[src/rtl/py_rxword_pack_pkg.sv]
// Shared constants and state type for the payload bit-to-word packer.
package py_rxword_pack_pkg;

  localparam int unsigned FEC_BLK   = 15;
  localparam int unsigned FEC_DAT   = 10;
  localparam int unsigned CRC_BITS  = 16;
  localparam int unsigned FEC_CNT_W = 4;

  typedef enum logic {
    IDLE = 1'b0,
    RUN  = 1'b1
  } dec_state_e;

endpackage

[src/rtl/py_rxword_pack_fec32_gate.sv]
// FEC 2/3 block position counter; marks which symbol strobes carry data bits.
module py_fec32_gate
  import py_rxword_pack_pkg::*;
(
  input  logic clk_6M,
  input  logic rstz,
  input  logic run,
  input  logic clr,
  input  logic py_datvalid_p,
  input  logic fec32encode,
  output logic daten
);

  logic [FEC_CNT_W-1:0] blk_cnt;

  always_ff @(posedge clk_6M or negedge rstz) begin
    if (!rstz) begin
      blk_cnt <= '0;
    end else if (clr || !run) begin
      blk_cnt <= '0;
    end else if (py_datvalid_p) begin
      blk_cnt <= (blk_cnt == FEC_CNT_W'(FEC_BLK - 1)) ? '0 : blk_cnt + FEC_CNT_W'(1);
    end
  end

  // Last five positions of each 15-bit block are parity.
  assign daten = run & (~fec32encode | (blk_cnt < FEC_CNT_W'(FEC_DAT)));

endmodule

[src/rtl/py_rxword_pack.sv]
// Packs decoded payload bits (LSB first) into SRAM words with address tracking and overflow guard.
module py_rxword_pack
  import py_rxword_pack_pkg::*;
#(
  parameter int unsigned WORD_W = 32,
  parameter int unsigned ADR_W  = 8,
  parameter int unsigned LEN_W  = 13
) (
  input  logic              clk_6M,
  input  logic              rstz,
  input  logic              py_datvalid_p,
  input  logic              dec_st_p,
  input  logic              abort_p,
  input  logic              fec32encode,
  input  logic              crcencode,
  input  logic [LEN_W-1:0]  pylenbit,
  input  logic              rxbit,
  output logic              daten,
  output logic              dec_period,
  output logic [LEN_W-1:0]  bitcnt,
  output logic              dec_endp,
  output logic              wr_p,
  output logic [ADR_W-1:0]  wr_adr,
  output logic [WORD_W-1:0] wr_dat,
  output logic              ovf
);

  localparam int unsigned LG    = $clog2(WORD_W);
  localparam int unsigned TOT_W = LEN_W + 1;
  localparam int unsigned K_W   = LG + 1;
  localparam int unsigned WC_W  = ADR_W + 1;

  dec_state_e        state_q, state_d;
  logic [TOT_W-1:0]  total_c, total_q, bitcnt_q;
  logic [WORD_W-1:0] shreg, sh_next, part_word;
  logic [WC_W-1:0]   words_q;
  logic [K_W-1:0]    fill_c;
  logic              run, clr, accept, last_c, word_done, issue;

  assign total_c    = TOT_W'(pylenbit) + (crcencode ? TOT_W'(CRC_BITS) : TOT_W'(0));
  assign run        = (state_q == RUN);
  assign clr        = dec_st_p & (run | (total_c != '0));
  assign accept     = run & daten & py_datvalid_p & ~abort_p & ~dec_st_p;
  assign last_c     = accept & (bitcnt_q == total_q - TOT_W'(1));
  assign word_done  = accept & (bitcnt_q[LG-1:0] == LG'(WORD_W - 1));
  assign issue      = word_done | last_c;
  assign sh_next    = {rxbit, shreg[WORD_W-1:1]};
  // A full word shifts by zero, so one expression covers full and partial words.
  assign fill_c     = K_W'(bitcnt_q[LG-1:0]) + K_W'(1);
  assign part_word  = sh_next >> (K_W'(WORD_W) - fill_c);

  assign dec_period = run;
  assign dec_endp   = last_c;
  assign bitcnt     = bitcnt_q[LEN_W-1:0];

  py_fec32_gate u_fec32_gate (
    .clk_6M        (clk_6M),
    .rstz          (rstz),
    .run           (run),
    .clr           (clr),
    .py_datvalid_p (py_datvalid_p),
    .fec32encode   (fec32encode),
    .daten         (daten)
  );

  always_ff @(posedge clk_6M or negedge rstz) begin
    if (!rstz) state_q <= IDLE;
    else       state_q <= state_d;
  end

  // Restart outranks abort and end-of-payload.
  always_comb begin
    state_d = state_q;
    if (dec_st_p) begin
      state_d = (total_c != '0) ? RUN : IDLE;
    end else if (run && (abort_p || last_c)) begin
      state_d = IDLE;
    end
  end

  always_ff @(posedge clk_6M or negedge rstz) begin
    if (!rstz) begin
      total_q  <= '0;
      bitcnt_q <= '0;
      shreg    <= '0;
      words_q  <= '0;
      wr_p     <= 1'b0;
      wr_adr   <= '0;
      wr_dat   <= '0;
      ovf      <= 1'b0;
    end else begin
      wr_p <= 1'b0;
      if (clr) begin
        total_q  <= total_c;
        bitcnt_q <= '0;
        shreg    <= '0;
        words_q  <= '0;
        wr_adr   <= '0;
        ovf      <= 1'b0;
      end else begin
        if (run && abort_p) begin
          shreg <= '0;
        end else if (accept) begin
          shreg    <= sh_next;
          bitcnt_q <= bitcnt_q + TOT_W'(1);
        end
        // Once the address space is used up, every later word only flags overflow.
        if (issue) begin
          if (ovf || words_q[ADR_W]) begin
            ovf <= 1'b1;
          end else begin
            wr_p    <= 1'b1;
            wr_dat  <= part_word;
            words_q <= words_q + WC_W'(1);
          end
        end
        if (wr_p && (wr_adr != '1)) begin
          wr_adr <= wr_adr + ADR_W'(1);
        end
      end
    end
  end

endmodule

[config.mk]
export PLATFORM = sky130hd
export DESIGN_NAME = py_rxword_pack
export DESIGN_NICKNAME = d
export VERILOG_FILES = /design/src/rtl/py_rxword_pack_pkg.sv /design/src/rtl/py_rxword_pack_fec32_gate.sv /design/src/rtl/py_rxword_pack.sv
export SDC_FILE = /design/constraint.sdc
export NUM_CORES = 1
export LEC_CHECK = 0
export CORE_ASPECT_RATIO = 0.9
export CORE_MARGIN = 5
export CORE_UTILIZATION = 61
export DETAILED_ROUTE_END_ITERATION = 10
export GPL_ROUTABILITY_DRIVEN = 0
export PLACE_DENSITY_LB_ADDON = 0.1
export REMOVE_ABC_BUFFERS = 1
export SKIP_LAST_GASP = 1
export SYNTH_ARGS = -nofsm -noshare
export SYNTH_HDL_FRONTEND = slang
export SYNTH_SLANG_ARGS = --single-unit
[constraint.sdc]
create_clock -name clk_6M -period 6.8 [get_ports clk_6M]
set_input_delay 1.02 -clock clk_6M [delete_from_list [all_inputs] [get_ports clk_6M]]
set_output_delay 1.02 -clock clk_6M [all_outputs]
set_load 0.02 [all_outputs]
# Yosys cells after proc, flatten, opt, wreduce, memory -nomap -nowiden
# Cells that the tools add are included.
[classes]
addsub = 8
mul = 0
div = 0
order_cmp = 1
n_eq_ne = 6
shift = 1
muxes = 24
n_bitwise = 16
n_reduce_logical = 19
[ops]
columns = ["op", "n"]
rows = [
  ["$mux W32", 3],
  ["$mux W14", 3],
  ["$shr A32 B6 Y32", 1],
  ["$mux W9", 3],
  ["$mux W8", 2],
  ["$add A13 B5 Y14", 1],
  ["$add A14 B1 Y14 const B", 1],
  ["$eq A14 B14 Y1", 1],
  ["$reduce_bool A14 Y1", 1],
  ["$sub A14 B1 Y14 const B", 1],
  ["$mux W4", 3],
  ["$reduce_bool A2 Y1", 6],
  ["$add A9 B1 Y9 const B", 1],
  ["$mux W1", 9],
  ["$add A8 B1 Y8 const B", 1],
  ["$and A1 B1 Y1", 8],
  ["$ne A8 B8 Y1 const B", 1],
  ["$add A5 B1 Y6 const B", 1],
  ["$reduce_and A2 Y1", 3],
  ["$sub A6 B6 Y6 const A", 1],
  ["$eq A5 B5 Y1 const B", 1],
  ["$mux W5", 1],
  ["$not A1 Y1", 5],
  ["$add A4 B1 Y4 const B", 1],
  ["other kinds (9)", 16],
]
[totals]
regBits = 116
latchBits = 0
mem_bits_rw = 0
mem_bits_ro = 0
input_bits = 21
output_inout_bits = 58
elab_cells = 85
memories = 0

# Depth between registers and ports, before layout
[logic_depth]
word_depth = 12
depth_mapped = 13
ltp_nobuf = 11

# Cells and area by module
# Synthesis repeated with hierarchy kept, for this count alone.
[unflattened]
hier_cells = 798
area_unflattened_um2 = 7407.1
[modules_own_cells]
columns = ["mod", "n_inst", "cells_each", "area_per_inst_um2", "seq_area_each_um2"]
rows = [
  ["py_rxword_pack", 1, 776, 7154.4, 2777.7],
  ["py_fec32_gate", 1, 22, 252.7, 100.1],
]

# Worst setup path after synthesis
# No wires, ideal clock.
[synth_timing]
path_kind = "input port to output port"
from = "in dec_st_p"
to = "out dec_endp"
arrival_time_ps = 2295
required_ps = 5780
setup_slack_ps = 3485
path_stages = 6
path_buffers = 0
cell_sequence = "nand2b_1 -> nor2_1 -> and3_1 -> nand4_1 -> a2111oi_4 -> and2_1"
[synth_via]
elab_chain_cells = 3
[synth_lines]
columns = ["item", "line", "rtl"]
rows = [
  ["start, declared", "py_rxword_pack.sv:12", "input logic dec_st_p,"],
  ["$not A1 Y1", "py_rxword_pack.sv:43", "assign accept = run & daten & py_datvalid_p & ~abort_p & ~dec_st_p;"],
  ["$and A1 B1 Y1", "py_rxword_pack.sv:43", ""],
  ["$and A1 B1 Y1", "py_rxword_pack.sv:44", "assign last_c = accept & (bitcnt_q == total_q - TOT_W'(1));"],
  ["end, declared", "py_rxword_pack.sv:21", "output logic dec_endp,"],
]
# No other way between the ends.

# Final worst setup path
# Ends and elaborated chain as after synthesis.

==> summary.txt <==
Run status
  – Status: finished clean

Timing
  – Max Clock Skew: 0.00922 ns
  – FMAX: 0.201 GHz
  – Period minus WS final: 4.97 ns
  – Unrepaired setup endpoints after global routing: false
  – Fin crit share: 73.0%
  – Slew headroom: 25.0%
  – Measured slew at the worst slew-check pin: 1.12 ns
  – Fin. Hold Viols: 0
  – Setup-failing EPs final: 0
  – TNS Setup: 0 ns
  – Slew Limit Fails: 0

Drt
  – Drt total wl: 16600 microns
  – # DRC: 0
  – 1st-pass router iterations: 5
  – Drt initial violations: 532
  – DR vias: 5845
  – Routed len/inst: 17.0 microns
  – Vias per cell: 5.99
  – ANT nets after route: 0

Logic synthesis
  – Post-synth top area cell: dfrtp_1
  – Count of cell types in the netlist: 63
  – Yosys warns: 0
  – Mapped Area: 7220 sq um
  – Area fraction of the dominant cell type after synthesis: 39.9%
  – Async SR Flop Fraction: 100%
  – Mapped Cells: 771
  – Leading post-synthesis cells by cell area: dfrtp_1, nand2_1, mux2i_1
  – Top FF cell, synth: dfrtp_1
  – Count leader, synth: nand2_1
  – Register area share after synthesis: 39.9%
  – Synth top cells by count: nand2_1, dfrtp_1, mux2i_1
  – Flops & latches, synth: 115
  – Mean Syn Cell Area: 9.36 sq um
  – Post-synth EDFFs: 0

CTS
  – Post-CTS Setup Bufs: 0
  – H-tree depth: 4
  – CTS resizes: 0
  – Clk slew on worst S/H paths: 0.05 ns
  – Root buf cell: clkbuf_16
  – Clock buffer depth: 2
  – Clock latency on the worst-skew pair: 0.42 ns
  – CTS tree: built
  – Clk sinks: 115
  – Hold-fix buffers, CTS: 0
  – TritonCTS buffer count: 17

Global route
  – Global route total overflow: 0
  – Total Routing Usage GR: 24.3%
  – First-pass GRT wire length: 28100 microns
  – Vias in the first global route: 5505
  – Maximum number of pins on one net before global-route repair: 77
  – Initial antenna violation count: 0

Setup path
  – Critical path depth: 9
  – CP required: 5.78 ns
  – CP max stage delay: 0.63 ns
  – Slowest stage cell, crit path: clkdlybuf4s50_1
  – Arrival @ worst endpoint: 3.95 ns
  – Setup crit end kind: output port
  – Depth of the most critical reg-to-reg path: 11
  – CP Buf/Inv Count: 3
  – CP dominant cell by count: clkdlybuf4s50_1
  – Delay-heaviest family, CP: buffers and inverters
  – Critical path, cell by cell: clkdlybuf4s50_1 > nand2b_1 > nor2_1 > and3_1 > buf_4 > nand4_1 > a2111oi_4 > and2_1 > clkdlybuf4s50_1
  – Worst setup SP type: input port
  – CP Class: input port to output port
  – Worst-path fanout max: 38

Hold path
  – Hold/Removal Path Class: register to register
  – Hold path depth: 1

Power
  – Logic pwr share: 6.8%
  – Int Power: 0.00127 W
  – PD cells: 197 nW/um^2
  – Switching power: 0.000399 W
  – Power after layout: 0.00167 W
  – Worst vdd ir: 0.000165 V
  – Part of the power in registers: 43.0%
  – Sw Ratio: 23.9%
  – Clock Power Share: 50.2%
  – Leak: 3.26 nW

Floorplanning
  – # rows: 37
  – Initial Util: 62.6%
  – Full die area: 14100 sq um
  – Die height: 113 microns
  – Core ar.: 11500 sq um
  – # IOs: 79
  – Chip width: 125 microns

Run
  – Maxcap violations: 0

Placement
  – HPWL Detailed: 11400 microns
  – Placed cell areas: 7910 sq um
  – IO Port Bufs: 78

Final layout
  – Final Util: 73.5%
  – Fraction of layout cells with a size suffix above 1: 10.7%
  – Antenna fix cells: 0
  – Nets: 836
  – Final Cell Area: 8470 sq um
  – Layout fillers: 820
  – Area of the multi-input gates: 3940 sq um
  – Reg area: 2880 sq um
  – Area Growth Syn to Fin: 17.3%
routing by layer:
layer	vias to the layer above	GRT usage [%]	routed length [microns]
li1	2779	-	-
met1	2830	33.9	7580
met2	220	38.1	7780
met3	16	6.51	1090
met4	0	5.99	146
met5	-	0	0
power by group through the flow:
stage,registers [W],logic [W],clock network [W]
floorplan,0.000727,0.0000633,0
global placement,0.000727,0.000110,0
detailed placement,0.000729,0.000114,0
CTS,0.000717,0.000115,0.000842
global route,0.000719,0.000127,0.000881
finish,0.000717,0.000114,0.000837
placed cells by master, fill, tap and decap left out, types with 11 or more instances in the layout:
cell type	synthesis	final
dfrtp_1	115	114
mux2_2	11	11
mux2_1	14	14
mux4_2	20	20
inv_1	15	15
nand2_1	147	147
clkbuf_16	0	17
mux2i_1	52	52
nor2_1	45	45
nand3_1	19	19
o21ai_0	47	46
clkdlybuf4s50_1	0	77
xnor2_1	25	25
a21oi_1	44	44
xor2_1	14	14
worst register-to-register path: stages, from the launching register on:
cell and delay (ns):
dfrtp_1 0.41, inv_1 0.09, ha_1 0.22, nor3b_1 0.43
nor3b_2 0.36, mux2_1 0.35, mux2i_1 0.23, a2111oi_4 0.12
a22oi_4 0.55, or2_1 0.70, clkinv_4 0.39, mux2_1 0.42
kinds of logic after synthesis:
group / Yosys count / synth area share, %
AO/OA/AOI/OAI: 147 / 13.1
multiplexers: 97 / 17.3
adder cells (fa/ha/maj): 7 / 1.21
flip-flops: 115 / 39.9
buffers and inverters: 83 / 5.60
AND/OR/NAND/NOR: 283 / 18.2
XOR/XNOR: 39 / 4.73
final timing paths:
path                                        startpoint                      end  slack, ns
worst max register to register  total_q[0]$_DFFE_PN0N_   wr_dat[27]$_DFFE_PN0P_       2.42
worst min register to register   wr_dat[9]$_DFFE_PN0P_    wr_dat[9]$_DFFE_PN0P_       0.48
min in group asynchronous                         rstz    wr_adr[6]$_DFFE_PN0P_       0.74
max in group asynchronous                         rstz  bitcnt_q[0]$_DFFE_PN0P_       4.94
worst max-delay path                          dec_st_p                 dec_endp       1.83
worst min-delay path             wr_dat[9]$_DFFE_PN0P_    wr_dat[9]$_DFFE_PN0P_       0.48
registers in the layout, summed over array words and instances (netlist names):
name and cells:
bitcnt_q 14, dec_period 1, ovf 1, shreg 31, total_q 14, u_fec32_gate.blk_cnt 4, words_q 9, wr_adr 8
wr_dat 32, wr_p 1
cell type report:
type                            count  area share [%]
Clock buffer                       23            5.64
Inverter                           16           0.768
Clock inverter                      8           0.931
Multi-Input combinational cell    573            46.5
Tap cell                          156            2.30
Timing Repair Buffer               85            9.81
Sequential cell                   115            34.0
metrics by stage:
| step | hold slack, ns | setup slack, ns | cells |
|---|---|---|---|
| global placement | 0.467 | 1.93 | 945 |
| floorplan | 0.470 | 2.66 | 704 |
| detailed placement | 0.478 | 1.88 | 945 |
| global route | 0.514 | 1.62 | 976 |
| finish | 0.482 | 1.83 | 976 |
| CTS | 0.490 | 1.86 | 976 |
Power figures use the tool's default switching activity.
